==> config.mk <==
export PLATFORM = sky130hd
export DESIGN_NAME = calc_issuer
export DESIGN_NICKNAME = d
export VERILOG_FILES = /design/src/rtl/calc_pkg.sv /design/src/rtl/calc_issuer.sv
export SDC_FILE = /design/constraint.sdc
export NUM_CORES = 1
export LEC_CHECK = 0
export ABC_CLOCK_PERIOD_IN_PS = 1560
export BUFFER_PORTS_ARGS = -buffer_cell sky130_fd_sc_hd__clkbuf_2
export CAP_MARGIN = 15
export CORE_ASPECT_RATIO = 0.7
export CORE_MARGIN = 2
export CORE_UTILIZATION = 39
export CTS_CLUSTER_DIAMETER = 120
export CTS_CLUSTER_SIZE = 40
export DETAILED_ROUTE_END_ITERATION = 12
export GPL_TIMING_DRIVEN = 0
export PLACE_DENSITY_LB_ADDON = 0.25
export SLEW_MARGIN = 20
export SYNTH_ARGS = -nofsm -noshare
export SYNTH_HDL_FRONTEND = slang
export SYNTH_SLANG_ARGS = --single-unit
==> constraint.sdc <==
create_clock -name clk -period 1.56 [get_ports clk]
set_clock_uncertainty 0.15 [all_clocks]
set_input_delay 0.312 -clock clk [delete_from_list [all_inputs] [get_ports clk]]
set_output_delay 0.312 -clock clk [all_outputs]
set_load 0.01 [all_outputs]
==> src/rtl/calc_pkg.sv <==
// Shared definitions for the calculator issuer: opcodes, FSM states, request payload.
package calc_pkg;

  localparam int unsigned DATA_W = 8;
  localparam int unsigned OP_W   = 2;

  localparam logic [OP_W-1:0] OP_ADD = 2'd0;
  localparam logic [OP_W-1:0] OP_SUB = 2'd1;
  localparam logic [OP_W-1:0] OP_MUL = 2'd2;
  localparam logic [OP_W-1:0] OP_SQR = 2'd3;

  typedef enum logic [2:0] {
    ST_IDLE,
    ST_SEND_A,
    ST_SEND_OP,
    ST_SEND_B,
    ST_WAIT,
    ST_RESP
  } state_t;

  // Operands latched at the request handshake
  typedef struct packed {
    logic [DATA_W-1:0] a;
    logic [OP_W-1:0]   op;
    logic [DATA_W-1:0] b;
  } req_t;

endpackage

==> src/rtl/calc_issuer.sv <==
// Serialises one request (A, op, B) to the byte-stream calculator, waits for the
// result and holds it for the consumer; counts completed transactions.
import calc_pkg::*;

module calc_issuer #(
  parameter int unsigned RESULT_LAT = 1
) (
  input  logic              clk,
  input  logic              rst,
  input  logic              req_valid,
  output logic              req_ready,
  input  logic [DATA_W-1:0] req_a,
  input  logic [OP_W-1:0]   req_op,
  input  logic [DATA_W-1:0] req_b,
  output logic              calc_valid,
  output logic [DATA_W-1:0] calc_data,
  input  logic [DATA_W-1:0] calc_out,
  output logic              resp_valid,
  input  logic              resp_ready,
  output logic [DATA_W-1:0] resp_data,
  output logic [7:0]        txn_count
);

  // A zero-cycle result latency cannot be scheduled; refuse to elaborate
  if (RESULT_LAT == 0) begin : g_bad_lat
    $error("calc_issuer: RESULT_LAT must be at least 1");
  end

  localparam int unsigned CNT_W = (RESULT_LAT == 0) ? 1 : $clog2(RESULT_LAT + 1);
  localparam logic [CNT_W-1:0] CNT_LAST = CNT_W'(RESULT_LAT - 1);

  state_t            state_q, state_d;
  req_t              opnd_q, opnd_d;
  logic [CNT_W-1:0]  cnt_q, cnt_d;
  logic              req_ready_d;
  logic              calc_valid_d;
  logic [DATA_W-1:0] calc_data_d;
  logic              resp_valid_d;
  logic [DATA_W-1:0] resp_data_d;
  logic [7:0]        txn_count_d;

  // Next-state and next-output decode; outputs are registered alongside the state
  always_comb begin
    state_d      = state_q;
    opnd_d       = opnd_q;
    cnt_d        = cnt_q;
    calc_valid_d = 1'b0;
    calc_data_d  = '0;
    resp_data_d  = resp_data;
    txn_count_d  = txn_count;
    unique case (state_q)
      ST_IDLE: begin
        if (req_valid) begin
          state_d      = ST_SEND_A;
          opnd_d       = '{a: req_a, op: req_op, b: req_b};
          calc_valid_d = 1'b1;
          calc_data_d  = req_a;
        end
      end
      ST_SEND_A: begin
        state_d      = ST_SEND_OP;
        calc_valid_d = 1'b1;
        calc_data_d  = DATA_W'(opnd_q.op);
      end
      ST_SEND_OP: begin
        state_d      = ST_SEND_B;
        calc_valid_d = 1'b1;
        calc_data_d  = (opnd_q.op == OP_SQR) ? '0 : opnd_q.b;
      end
      ST_SEND_B: begin
        state_d = ST_WAIT;
        cnt_d   = '0;
      end
      ST_WAIT: begin
        if (cnt_q == CNT_LAST) begin
          state_d     = ST_RESP;
          cnt_d       = '0;
          resp_data_d = calc_out;
        end else begin
          cnt_d = cnt_q + CNT_W'(1);
        end
      end
      ST_RESP: begin
        if (resp_ready) begin
          state_d     = ST_IDLE;
          txn_count_d = txn_count + 8'd1;
        end
      end
      default: state_d = ST_IDLE;
    endcase
    req_ready_d  = (state_d == ST_IDLE);
    resp_valid_d = (state_d == ST_RESP);
  end

  // State and output registers; reset abandons any transaction in flight
  always_ff @(posedge clk or negedge rst) begin
    if (!rst) begin
      state_q    <= ST_IDLE;
      opnd_q     <= '0;
      cnt_q      <= '0;
      req_ready  <= 1'b1;
      calc_valid <= 1'b0;
      calc_data  <= '0;
      resp_valid <= 1'b0;
      resp_data  <= '0;
      txn_count  <= '0;
    end else begin
      state_q    <= state_d;
      opnd_q     <= opnd_d;
      cnt_q      <= cnt_d;
      req_ready  <= req_ready_d;
      calc_valid <= calc_valid_d;
      calc_data  <= calc_data_d;
      resp_valid <= resp_valid_d;
      resp_data  <= resp_data_d;
      txn_count  <= txn_count_d;
    end
  end

endmodule

==> run_results.csv <==
group,metric,value,unit
timing,layout_min_cycle_time,1.62,ns
timing,hold_slack,-0.0165,ns
global_route,antenna_found_initial,0,
critical_path,critical_path.max_stage_delay,0.37,ns
timing,setup_viol,11,
outcome,run_status,"finished with violations",
timing,report.final.slew_viol_count,0,
floorplan,start_util,41.8,%
clock_tree,hold_buffers,0,
critical_path,critical_path_required,1.58,ns
timing,slack_of_the_critical_path,-0.0645,ns
clock_tree,cts_tree,"done",
flow_run,maxCapViolCount,0,
critical_path,cpMaxStageDelayCell,"dfrtp_1",
timing,fin_setup_tns,-0.289,ns
timing,max-slew-margin-rel,42.7,%
critical_path,critPathMaxFanout,5,
logic_synthesis,synth.avg_cell_area,15.4,um2
floorplan,die_width,82.4,um
floorplan,core.rowCount,19,
clock_tree,clkSinkCount,40,
global_route,groute.usage.overall,15.1,%
clock_tree,clk_pin_slew_worst_paths,0.07,ns
global_route,grt_pass1_wl,5.43,mm
detailed_routing,drt_pre_antenna_iters,4,
logic_synthesis,synth_sequential_area_ratio,59.7,%
clock_tree,numCtsBuffers,5,
timing,clock.fmax,616,MHz
floorplan,core-area,0.00402,mm2
clock_tree,clock_tree.buffer_depth,2,
detailed_routing,route.antenna.remaining_nets,0,
critical_path,worst_setup_path_start_kind,"flop",
timing,final.period_utilization,104,%
timing,timing.final.hold_violations,23,
logic_synthesis,postSynthCellCount,109,
global_route,grt-ovfl-total,0,
detailed_routing,detail_route.wl_per_cell,14.6,um
placed_design,detailed_place_hpwl,2.19,mm
power_and_ir_drop,cellLeakagePower,1.15,nW
placed_design,portBuffers,56,
critical_path,critical_path_class,"reg -> reg",
placed_design,weighted_congestion_at_the_end_of_routability_driven_global_placement,0.725,
critical_path,critical_path_arrival,1.65,ns
global_route,pin_count_of_the_biggest_net_entering_global_routing,41,
logic_synthesis,synthesis.nets,140,
logic_synthesis,synth_area,0.00168,mm2
layout,antennaDiodeCount,0,
detailed_routing,route.detailed.drc,0,
floorplan,overall_die_area,0.00485,mm2
clock_tree,clock_latency_on_the_worst_skew_pair,0.28,ns
clock_tree,cts_root_buffer,"clkbuf_8",
logic_synthesis,ys_ff_latch,40,
layout,drive_gt1_share,64.6,%
logic_synthesis,synth.area.top_cells,"dfrtp_1 58%, mux2_2 12%, xnor2_1 3.7%",
logic_synthesis,synthDominantAreaCellType,"dfrtp_1",
logic_synthesis,synthDominantCellAreaShare,58.2,%
detailed_routing,first_iter_violations,53,
power_and_ir_drop,fin_total_pwr,0.00438,W
timing,worst_slew_pin_slew,0.860,ns
outcome,failed_checks,"negative hold slack, negative setup slack",
logic_synthesis,synth_cell_type_count,31,
timing,rsz_0062_raised_after_global_routing,"true",
floorplan,chipHeight,58.9,um
global_route,grt_pass1_vias,1190,
critical_path,cell_type_with_the_highest_occurrence_count_on_the_critical_path,"buf_6",
layout,layout-area-overhead-vs-synth,36.6,%
power_and_ir_drop,power.density_cell_area,1910,mW/mm2
critical_path,cp-end-kind,"flop",
layout,final_nets,219,
detailed_routing,detailroute.via_count,1178,
power_and_ir_drop,power.ir.vdd_worst,0.836,mV
critical_path,path_cells,"buf_6 -> nor4b_4 -> buf_6 -> buf_12 -> mux2_4",
clock_tree,htree_num_levels,2,
logic_synthesis,synth-warning-count,0,
floorplan,design.portCount,57,
detailed_routing,detail_route.vias_per_cell,4.89,
hold_path,timing.hold.worst.class,"in -> async",
detailed_routing,drt_wl_total,3.52,mm
==> area by class of cell <==
cell class / instances / area [um2]
buffer: 4 / 53.8
sequential: 40 / 1000
timing repair buffer: 74 / 428
tap: 52 / 65.1
clock buffer: 8 / 90.1
fill: 339 / 1730
inverter: 1 / 3.75
multi-input combinational: 62 / 648
==> cells in the mapped netlist, drive strengths merged <==
master and instances:
nand2 2, mux2 19, nand4 2, a22o 6, nand2b 1, and2 2, and4b 1, a221o 2
o21bai 1, nand3 3, and4bb 2, dfrtp 39, inv 1, and3 1, dfstp 1, xnor2 7
and4 1, or3 1, o22ai 1, nor4b 1, xor2 1, ha 1, buf 6, nor2 5
a21oi 1, a2111oi 1
==> cell usage in the layout (no fill, tap or decap), drive strengths merged <==
cell	synthesis	routed
clkbuf	0	63
dfrtp	39	39
buf	6	23
mux2	19	19
xnor2	7	7
a22o	6	6
nor2	5	5
nand3	3	3
and2	2	2
nand2	2	2
and4bb	2	2
a221o	2	2
nand4	2	2
nor4b	1	1
inv	1	1
a2111oi	1	1
nand2b	1	1
or3	1	1
a21oi	1	1
o21bai	1	1
o22ai	1	1
and4	1	1
and4b	1	1
and3	1	1
xor2	1	1
ha	1	1
dfstp	1	1
==> what timing repair did <==
action	in CTS	in global routing
resized for setup	7	7
hold endpoints to repair	0	0
cloned	1	0
endpoints found under the setup margin	27	30
setup buffers	10	7
pin swaps	1	3
==> state kept, by name, indices dropped and copies added (netlist names) <==
signal      cells
opnd_q         10
calc_data       8
resp_data       8
txn_count       8
state_q         3
calc_valid      1
req_ready       1
resp_valid      1
==> cells by family after synthesis <==
kind of cell	synth area share, %
AO/OA/AOI/OAI	8.35
flip-flops	59.7
XOR/XNOR	4.18
multiplexers	13.0
adder cells (fa/ha/maj)	0.746
AND/OR/NAND/NOR	9.84
buffers and inverters	4.18
==> through the flow <==
step | util (%) | worst slack [ns] | cells | area, um2
5_1_grt | 57.1 | -0.128 | 241 | 2290
6_report | 57.1 | -0.0645 | 241 | 2290
3_5_place_dp | 50.4 | -0.114 | 217 | 2020
4_1_cts | 55.1 | -0.101 | 235 | 2210
3_3_place_gp | 50.4 | -0.106 | 217 | 2020
2_1_floorplan | - | -0.0360 | 109 | 1680
==> metal layers <==
layer | part of all wire (%) | track usage [%]
met3 | 5.3 | 5.06
met2 | 49 | 24.9
met1 | 44 | 18.5
met5 | 0 | 0
met4 | 1.6 | 5.71
==> path summary, 6_finish.rpt <==
kind | from | to | slack [ns] | cells after the start
worst max-delay path | state_q[2] | opnd_q[9] | -0.06 | 5
worst min-delay path | rst | opnd_q[3] | -0.02 | 1
worst max register to register | state_q[2] | opnd_q[9] | -0.06 | 5
worst min register to register | txn_count[7] | txn_count[7] | 0.33 | 1
max in group asynchronous | rst | state_q[0] | 0.68 | 1
min in group clk | req_a[7] | calc_data[7] | 0.10 | 2
==> where the power goes <==
part	internal [W]	total (W)	leakage (nW)	switching, W
registers	0.00148	0.00174	0.500	0.000254
logic	0.00114	0.00195	0.605	0.000813
clock network	0.000361	0.000694	0.0455	0.000333
==> critical path, delay by kind of cell, from the launching register on <==
family        cells  cell delay (ns)
mux               1             0.28
flops             1             0.37
simple gates      1             0.29
buf+inv           3             0.42
Note: power is estimated with default switching activity, not from simulation.
